## src/rtl/psa_accum.sv

```systemverilog
// Packed-nibble saturating accumulator: sums a burst of 16-bit words as four
// independent signed 4-bit lanes, with sticky per-lane saturation flags.
module psa_accum #(
    parameter int LEN_W = 4,
    parameter int LANES = 4
) (
    input  logic             clk,
    input  logic             rst_n,
    input  logic             start,
    input  logic [LEN_W-1:0] len,
    input  logic             in_valid,
    output logic             in_ready,
    input  logic [15:0]      in_data,
    output logic             out_valid,
    input  logic             out_ready,
    output logic [15:0]      result,
    output logic [3:0]       lane_ovfl,
    output logic             busy
);

    // state | meaning
    // IDLE  | waiting for start; accumulator holds the last result
    // ACCUM | accepting one word per cycle until remaining reaches zero
    // DONE  | result presented on out_valid until the consumer takes it
    typedef enum logic [1:0] {
        S_IDLE  = 2'd0,
        S_ACCUM = 2'd1,
        S_DONE  = 2'd2
    } state_t;

    state_t           state_q, state_d;
    logic [15:0]      acc_q, acc_d;
    logic [3:0]       ovfl_q, ovfl_d;
    logic [LEN_W-1:0] rem_q, rem_d;

    logic [15:0]      sat_sum;
    logic [3:0]       sat_ovf;

    // Each lane is an isolated 4-bit signed add; no carry crosses a nibble.
    for (genvar g = 0; g < LANES; g++) begin : g_lane
        logic [3:0] a, b, s;
        logic       ov;
        assign a  = acc_q[4*g +: 4];
        assign b  = in_data[4*g +: 4];
        assign s  = a + b;
        assign ov = (a[3] == b[3]) && (s[3] != a[3]);
        assign sat_sum[4*g +: 4] = ov ? (a[3] ? 4'h8 : 4'h7) : s;
        assign sat_ovf[g]        = ov;
    end

    always_comb begin
        state_d   = state_q;
        acc_d     = acc_q;
        ovfl_d    = ovfl_q;
        rem_d     = rem_q;
        in_ready  = 1'b0;
        out_valid = 1'b0;
        case (state_q)
            S_IDLE: begin
                if (start) begin
                    acc_d  = '0;
                    ovfl_d = '0;
                    if (len != '0) begin
                        rem_d   = len;
                        state_d = S_ACCUM;
                    end else begin
                        state_d = S_DONE;
                    end
                end
            end
            S_ACCUM: begin
                in_ready = 1'b1;
                if (in_valid) begin
                    acc_d  = sat_sum;
                    ovfl_d = ovfl_q | sat_ovf;
                    rem_d  = rem_q - LEN_W'(1);
                    if (rem_q == LEN_W'(1)) state_d = S_DONE;
                end
            end
            S_DONE: begin
                out_valid = 1'b1;
                if (out_ready) state_d = S_IDLE;
            end
            default: state_d = S_IDLE;
        endcase
    end

    always_ff @(posedge clk or negedge rst_n) begin
        if (!rst_n) begin
            state_q <= S_IDLE;
            acc_q   <= '0;
            ovfl_q  <= '0;
            rem_q   <= '0;
        end else begin
            state_q <= state_d;
            acc_q   <= acc_d;
            ovfl_q  <= ovfl_d;
            rem_q   <= rem_d;
        end
    end

    assign result    = acc_q;
    assign lane_ovfl = ovfl_q;
    assign busy      = (state_q != S_IDLE);

endmodule

```

## config.mk

```make
export PLATFORM = sky130hd
export DESIGN_NAME = psa_accum
export DESIGN_NICKNAME = d
export VERILOG_FILES = /design/src/rtl/psa_accum.sv
export SDC_FILE = /design/constraint.sdc
export NUM_CORES = 1
export LEC_CHECK = 0
export BUFFER_PORTS_ARGS = -buffer_cell sky130_fd_sc_hd__buf_2
export CAP_MARGIN = 30
export CORE_ASPECT_RATIO = 0.9
export CORE_UTILIZATION = 53
export DETAILED_ROUTE_END_ITERATION = 12
export MAX_ROUTING_LAYER = met4
export PLACE_DENSITY_LB_ADDON = 0.12
export SYNTH_ARGS = -nofsm -noshare
export SYNTH_HDL_FRONTEND = slang
export SYNTH_SLANG_ARGS = --single-unit
```

## constraint.sdc

```tcl
create_clock -name clk -period 2.3 [get_ports clk]
set_input_delay 0.115 -clock clk [delete_from_list [all_inputs] [get_ports clk]]
set_output_delay 0.115 -clock clk [all_outputs]
set_load 0.005 [all_outputs]
```

After elaboration in Yosys (flattened, before gate mapping)
Cells that the tools add are included.
{ "classes": {"n_addsub": 5, "mul": 0, "n_div": 0, "order_cmp": 0, "eq_ne": 16, "shift": 0, "muxes": 26, "bitwise": 1, "n_reduce_logical": 11} }
{ "ops": {"columns": ["op", "n"], "rows": [
  ["$mux W4", 13],
  ["$mux W16", 2],
  ["$pmux W16 S2", 1],
  ["$add A4 B4 Y4", 4],
  ["$pmux W4 S2", 2],
  ["$mux W2", 5],
  ["$ne A2 B2 Y1 const B", 5],
  ["$reduce_and A4 Y1", 2],
  ["$pmux W2 S3", 1],
  ["$eq A1 B1 Y1", 4],
  ["$eq A4 B1 Y1 const B", 1],
  ["$logic_and A1 B1 Y1", 4],
  ["$ne A1 B1 Y1", 4],
  ["$or A4 B4 Y4", 1],
  ["$reduce_bool A2 Y1", 2],
  ["$reduce_bool A4 Y1", 1],
  ["$sub A4 B1 Y4 const B", 1],
  ["$reduce_and A3 Y1", 1],
  ["$eq A2 B1 Y1 const B", 1],
  ["$eq A2 B2 Y1 const B", 1],
  ["$logic_not A2 Y1", 1],
  ["$mux W1", 2]
]} }
{ "word_totals": {"reg_bits": 26, "latchBits": 0, "mem_bits_rw": 0, "mem_bits_ro": 0, "in_bits": 25, "word_cells": 63, "memories": 0} }

Logic depth before layout (Yosys ltp)
Gate-level depths: netlist (run 1).
{ "logic_depth": {"depth_word": 6, "ltp_mapped": 8, "depth_no_buf": 7} }

Least setup slack after synthesis (run 1)
OpenSTA, ideal clock, no wires.
{ "synth_timing": {"path_type": "reg-to-reg", "from": "register acc_q[12] (netlist: result[12])", "to": "register acc_q[14] (netlist: result[14])", "setup_ns": 0.124, "arrival_ns": 1.570, "required_ns": 2.176, "path_slack_ns": 0.606, "path_stages_with_launch": 6, "path_buffers": 0, "synth_period_minus_slack_ns": 1.694, "path_cell_list": "dfrtp_1 > ha_1 > fa_1 > xnor2_1 > o21ai_0 > a211o_1"} }
{ "synth_via": {"elab_chain_cells": 6} }
{ "synth_rtl": {"columns": ["item", "line", "text"], "rows": [
  ["start: declaration", "32", "logic [15:0] acc_q, acc_d;"],
  ["start signal: assignment", "91", "acc_q <= '0;"],
  ["start signal: assignment", "96", "acc_q <= acc_d;"],
  ["$add A4 B4 Y4 (*)", "45", "assign s = a + b;"],
  ["$ne A1 B1 Y1", "46", "assign ov = (a[3] == b[3]) && (s[3] != a[3]);"],
  ["$logic_and A1 B1 Y1", "46", null],
  ["$mux W4 (*)", "47", "assign sat_sum[4*g +: 4] = ov ? (a[3] ? 4'h8 : 4'h7) : s;"],
  ["$mux W16 (*)", "73", "if (in_valid) begin"],
  ["$pmux W16 S2 (*)", "58", "case (state_q)"]
]} }
Mark *: on every way between the ends. The rest lies on a longest branch, timed or not. The select of a mux whose other input is x is not followed.
A chain may end at the register's enable or synchronous reset.

Worst setup path after layout (run 1)
{ "layout_timing": {"from": "register state_q[0]", "to": "register ovfl_q[3] (netlist: lane_ovfl[3])"} }
{ "layout_via": {"elab_chain_cells": 3, "elab_cells_between_ends": 7, "classes_between": "eq/ne: 3; mux: 1; reduce/logical: 3"} }
{ "layout_rtl": {"columns": ["item", "line", "text"], "rows": [
  ["start: declaration", "31", "state_t state_q, state_d;"],
  ["start signal: assignment", "95", "state_q <= state_d;"],
  ["$eq A2 B1 Y1 / $logic_not A2 Y1 (equally long branches)", "58", null],
  ["$ne A2 B2 Y1 (no source line) / $reduce_bool A2 Y1 (equally long branches)", null, null],
  ["$reduce_and A3 Y1 (no source line)", null, null],
  ["end signal: assignment", "97", "ovfl_q <= ovfl_d;"],
  ["end: declaration", "33", "logic [3:0] ovfl_q, ovfl_d;"]
]} }
Parallel ways exist; a longest one is shown, timed or not.

==> results of run 1 <==
logic make-up after synthesis:
group | count (synthesis) | synth area share
AO/OA/AOI/OAI | 85 | 0.322
AND/OR/NAND/NOR | 44 | 0.117
flip-flops | 26 | 0.346
buffers and inverters | 21 | 0.0553
adder cells (fa/ha/maj) | 18 | 0.136
XOR/XNOR | 4 | 0.0186
multiplexers | 1 | 0.00533
worst max-delay path, cell delays in order (launching register included):
cell and delay (ns):
dfrtp_1 0.54, nand2b_2 0.21, inv_2 0.15, and2_1 0.52, and3_1 0.26, o31a_1 0.13
state kept, by name, summed over array words and instances, names as in the netlist:
name,cells
result,16
state_q,2
rem_q,4
lane_ovfl,4
stage by stage:
| step | hold slack [ns] | power [mW] | utilization | std cells |
|---|---|---|---|---|
| detailed placement | 0.167 | 2.33 | 0.628 | 284 |
| CTS | 0.00877 | 2.60 | 0.643 | 288 |
| finish | 0.0118 | 2.59 | 0.643 | 288 |
| floorplan | -0.181 | 1.96 | - | 199 |
| global placement | 0.165 | 2.31 | 0.628 | 284 |
| global route | 0.00545 | 2.85 | 0.643 | 288 |
final cells by class:
cell class / instances / area [um2]
clock buffer: 3 / 41.3
fill: 307 / 1200
timing repair buffer: 48 / 245
multi-input combinational: 152 / 1120
tap: 44 / 55.1
inverter: 15 / 56.3
sequential: 26 / 651
cells in the mapped netlist (all sizes together), types with 2 or more instances:
library cell / number / area (um2)
a211oi: 4 / 30.0
inv: 15 / 56.3
or2: 2 / 12.5
a21oi: 14 / 70.1
a22o: 8 / 70.1
nor4: 5 / 31.3
and3: 4 / 25.0
o211ai: 4 / 30.0
nor2: 10 / 37.5
dfrtp: 26 / 651
nand2: 13 / 48.8
a32oi: 3 / 26.3
fa: 4 / 80.1
nand3: 2 / 10.0
a211o: 6 / 52.6
o31a: 4 / 35.0
o22ai: 5 / 31.3
o21a: 3 / 22.5
xnor2: 4 / 35.0
o21ba: 4 / 40.0
a21boi: 4 / 30.0
and2: 2 / 12.5
a22oi: 3 / 22.5
ha: 14 / 175
o21ai: 15 / 75.1
nor3: 2 / 10.0
buf: 5 / 43.8
a2bb2oi: 2 / 17.5
o2bb2ai: 4 / 35.0
layer usage:
layer / part of all wire / up-vias / global-route usage
met5: 0 / - / -
met4: 0.013 / 0 / 0.0921
met3: 0.047 / 7 / 0.0310
met2: 0.43 / 45 / 0.345
met1: 0.51 / 811 / 0.341
li1: - / 849 / -
what timing repair did:
| action | 4_1_cts | 5_1_grt |
|---|---|---|
| endpoints found under the setup margin | 0 | 0 |
| gates resized for setup | 0 | 0 |
| hold buffers | 1 | 0 |
| endpoints found under the hold margin | 26 | 0 |
report_power, final:
group | switching [mW] | internal, mW
Sequential | 0.197 | 0.641
Clock | 0.150 | 0.118
Combinational | 0.773 | 0.709
how the worst max path moves through the flow:
stage                    to  slack (ns)  cells after the start
2_1_floorplan    result[14]        0.61                      5
3_3_place_gp   lane_ovfl[1]        0.47                      5
3_5_place_dp   lane_ovfl[3]        0.44                      5
4_1_cts        lane_ovfl[3]        0.42                      5
5_1_grt        lane_ovfl[3]        0.25                      5
6_report       lane_ovfl[3]        0.43                      5
==> metrics.yaml, run 1 <==
status: "finished clean"
drt_iter0_drc: 167
synth_enable_flop_cells: 0
start_util: 0.556
netlist_area_mm2: 0.00188
ys_warn_count: 0
reg2reg_depth: 5
ys_seq_area_frac: 0.346
tns_ns: 0
cp-startpoint: "state_q[0]"
final_cell_area_mm2: 0.00217
min_period_ns: 1.87
synth_cell_types: 42
grt_pass1_wl_um: 6850
drc: 0
tritoncts: "done"
r2r_start: "state_q[0]"
clkTransAtPathRegs_ns: 0.09
hold_start: "out_ready"
rows: 20
fp.dieArea_mm2: 0.00379
portBuffers: 47
worstPathArrival_ns: 2.09
worstPathMaxFanout: 16
synth_nets: 242
hold_depth: 2
cts_buffer_depth: 2
clock-sinks: 26
grt_pass1_vias: 1478
required_ns: 2.52
ys_async_sr_fraction: 1.00
final_nets: 289
die_height_um: 58.5
fin_skew_ns: 0.00423
cp-start-kind: "register"
pre_cts_ws_ns: 0.444
fp.coreArea_mm2: 0.00338
grt.overflow.total: 0
mostFrequentLayoutCell: "buf_2"
rsz0062_at_grt: "false"
setup_viol: 0
htreeDepth: 1
detail_route.wl_per_cell_um: 14.0
cts-root-buf: "clkbuf_8"
synth-seq-cells: 26
post_cts_buffers: 0
antenna_found_initial: 0
drive_gt1_frac: 0.234
vdd_drop_max_mv: 0.563
worstMarginPinSlew_ns: 0.690
maxSlewHeadroom: 0.536
finalHoldViolCount: 0
die_w_um: 64.8
antenna_cells: 0
area_growth_pct: 15.6
final_cell_mix: "47 x buf_2, 26 x dfrtp_1"
ys.flop_type: "dfrtp_1"
synth_area_per_cell_um2: 9.44
dr.pass1.iters: 4
dp_hpwl_um: 3010
syn_inst: 199
cts_buffers: 3
min_path_type: "in -> reg"
viasPerCell: 5.94
maxCapViolCount: 0
slew_viol_final: 0
finalWorstSetupSlack_ns: 0.425
min_to: "state_q[1]"
placedInstanceArea_mm2: 0.00212
grt_max_degree: 27
grt_usage: 0.239
clock_latency_ns: 0.27
reg2reg_to: "lane_ovfl[3]"
power.density_mw_per_mm2: 1190
p_leak_nw: 1.08
r2r_setup_slack_ns: 0.43
final_antenna_net_count: 0
gp_congestion: 0.863
finalCritPeriodShare: 0.815
cp-end-kind: "register"
vias: 1712
fmax_mhz: 533
path_class: "reg -> reg"
floorplan.io_pins: 48
drt-total-wl_um: 4040
Power figures use the tool's default switching activity.
==> run 2: changes to the inputs <==
clock period = 1.9 ns   (was 2.3 ns; I/O delays follow)
==> run 2 against run 1 <==
Clock power is 34% higher. Worst hold slack better by 0.094 ns. Flip-flop and latch count stayed put. Clock skew is 0.00093 ns higher. Non-clock buffer count is 5 higher. Total power is 27% higher. Global-route usage is 0.56 points lower. Core utilization is 2.1 points higher. Sequential share of layout area is 0.94 points lower. Maximum frequency is 6.7% higher. Die area stayed put. Register-to-register slack worse by 0.28 ns. Critical path type unchanged. Largest cell class unchanged.
==> metrics.yaml, run 2 (synthesis gave the netlist of run 1 again) <==
path_class: "reg -> reg"  # unchanged
detail_route.wl_per_cell_um: 13.6  # was 14.0 um
die_w_um: 64.8  # unchanged
required_ns: 2.07  # was 2.52 ns
largest_reg_flops: 16  # unchanged
fp.dieArea_mm2: 0.00379  # unchanged
die_height_um: 58.5  # unchanged
reg2reg_depth: 5  # unchanged
grt_use_met2: 0.353  # was 0.345
vias: 1717  # was 1712
finalWorstSetupSlack_ns: 0.142  # was 0.425 ns
maxSlewHeadroom: 0.583  # was 0.536
viasPerCell: 5.84  # was 5.94
reg2reg_to: "result[14]"  # was lane_ovfl[3]
final_nets: 294  # was 289
floorplan.io_pins: 48  # unchanged
slew_viol_final: 0  # unchanged
tritoncts: "done"  # unchanged
finalPower_mw: 3.28  # was 2.59 mW
p_int_mw: 1.90  # was 1.47 mW
final_antenna_net_count: 0  # unchanged
drt-total-wl_um: 4010  # was 4040 um
worstMarginPinSlew_ns: 0.620  # was 0.690 ns
min_path_type: "in -> reg"  # unchanged
p_clk_frac: 0.109  # was 0.104
drive_gt1_frac: 0.252  # was 0.234
grt_max_degree: 27  # unchanged
clock_latency_ns: 0.27  # about the same
switchingPower_mw: 1.38  # was 1.12 mW
rows: 20  # unchanged
fp.coreArea_mm2: 0.00338  # unchanged
fin_hold_ws_ns: 0.106  # was 0.0118 ns
antenna_found_initial: 0  # unchanged
final_cell_mix: "47 x buf_2, 26 x dfrtp_1"  # unchanged
start_util: 0.556  # unchanged
busiest_layer: "met2"  # unchanged
netSwitchingFraction: 0.422  # was 0.433
cp-end-kind: "register"  # unchanged
cp-start-kind: "register"  # unchanged
use_met1: 0.327  # was 0.341
pre_cts_ws_ns: 0.122  # was 0.444 ns
p_leak_nw: 1.11  # was 1.08 nW
drt_iter0_drc: 89  # was 167
post_cts_buffers: 0  # unchanged
worstPathArrival_ns: 1.92  # was 2.09 ns
tns_ns: 0  # unchanged
fin_skew_ns: 0.00516  # was 0.00423 ns
nFillCells: 293  # was 307
r2r_start: "result[12]"  # was state_q[0]
min_period_ns: 1.76  # was 1.87 ns
cts-root-buf: "clkbuf_8"  # unchanged
hold_start: "len[1]"  # was out_ready
status: "finished clean"  # unchanged
clock-sinks: 26  # unchanged
grt.overflow.total: 0  # unchanged
rsz0062_at_grt: "false"  # unchanged
p_comb_frac: 0.582  # was 0.573
portBuffers: 47  # unchanged
hold_depth: 3  # was 2
placedInstanceArea_mm2: 0.00216  # was 0.00212 mm2
area_growth_pct: 19.4  # was 15.6%
htreeDepth: 1  # unchanged
cts_buffers: 3  # unchanged
min_to: "rem_q[1]"  # was state_q[1]
seqPwrFrac: 0.308  # was 0.324
vdd_drop_max_mv: 0.745  # was 0.563 mV
grtUsageMet3: 0.0446  # was 0.0310
dr.pass1.iters: 4  # unchanged
mostFrequentLayoutCell: "buf_2"  # unchanged
final_cell_area_mm2: 0.00224  # was 0.00217 mm2
finalHoldViolCount: 0  # unchanged
finalCritPeriodShare: 0.925  # was 0.815
antenna_cells: 0  # unchanged
cts_buffer_depth: 2  # unchanged
power.density_mw_per_mm2: 1460  # was 1190 mW/mm2
fmax_mhz: 569  # was 533 MHz
worstPathMaxFanout: 4  # was 16
maxCapViolCount: 0  # unchanged
grt_pass1_vias: 1481  # was 1478
gp_congestion: 0.889  # was 0.863
dp_hpwl_um: 3020  # was 3010 um
r2r_setup_slack_ns: 0.14  # was 0.43 ns
grt_pass1_wl_um: 6650  # was 6850 um
setup_viol: 0  # unchanged
clkTransAtPathRegs_ns: 0.09  # about the same
grt_usage: 0.233  # was 0.239
drc: 0  # unchanged
[run 2: cell count changes in the layout (fill, tap and decap cells not counted), sizes merged]
cell	before	now
buf	47	51
clkbuf	3	4
dlygate4sd3	1	2
[run 2: power groups by stage]
stage | registers, mW | clock network (mW) | logic (mW)
6_report | 1.01 | 0.359 | 1.91
2_1_floorplan | 0.978 | 0 | 1.39
3_3_place_gp | 1.01 | 0 | 1.86
5_1_grt | 1.05 | 0.395 | 2.15
4_1_cts | 1.01 | 0.376 | 1.90
3_5_place_dp | 1.02 | 0 | 1.89
[run 2: timing repair]
action / CTS / global route
hold buffers: 2 / 0
endpoints found under the hold margin: 27 / 0
endpoints found under the setup margin: 0 / 2
gates resized for setup: 0 / 1
[run 2: area by class of cell]
class	instances	area, um2	area share
clock buffers	4	55.1	0.0245
inverters	15	56.3	0.0251
multi-input cells	152	1130	0.503
flip-flops and latches	26	651	0.290
well taps	44	55.1	0.0245
repair buffers	53	298	0.133
[run 2: stage by stage]
| step | std cells | util |
|---|---|---|
| after global routing | 294 | 0.664 |
| after CTS | 294 | 0.663 |
| after global placement | 288 | 0.641 |
| final | 294 | 0.664 |
| after floorplan | 199 | - |
| after detailed placement | 288 | 0.641 |
[run 2: how the worst max path moves through the flow]
stage / startpoint / to / slack, ns / depth (start not counted)
after floorplan: result[12] / result[14] / 0.21 / 5
after global placement: result[0] / result[2] / 0.14 / 7
after detailed placement: result[2] / result[1] / 0.12 / 5
after CTS: result[1] / result[1] / 0.11 / 5
after global routing: result[0] / result[2] / 0.03 / 7
final: result[12] / result[14] / 0.14 / 5
[run 2: worst max-delay path, cell delays in order, from the launching register on]
cell and delay, ns:
dfrtp_1 0.41, ha_1 0.24, fa_1 0.41, xnor2_1 0.20
o21ai_0 0.11, a211o_1 0.29
[run 2: metal layers]
layer  wire [um]  vias to the layer above
li1            -                      860
met1        2050                      816
met2        1760                       37
met3         166                        4
met4          27                        0
met5           0                        -
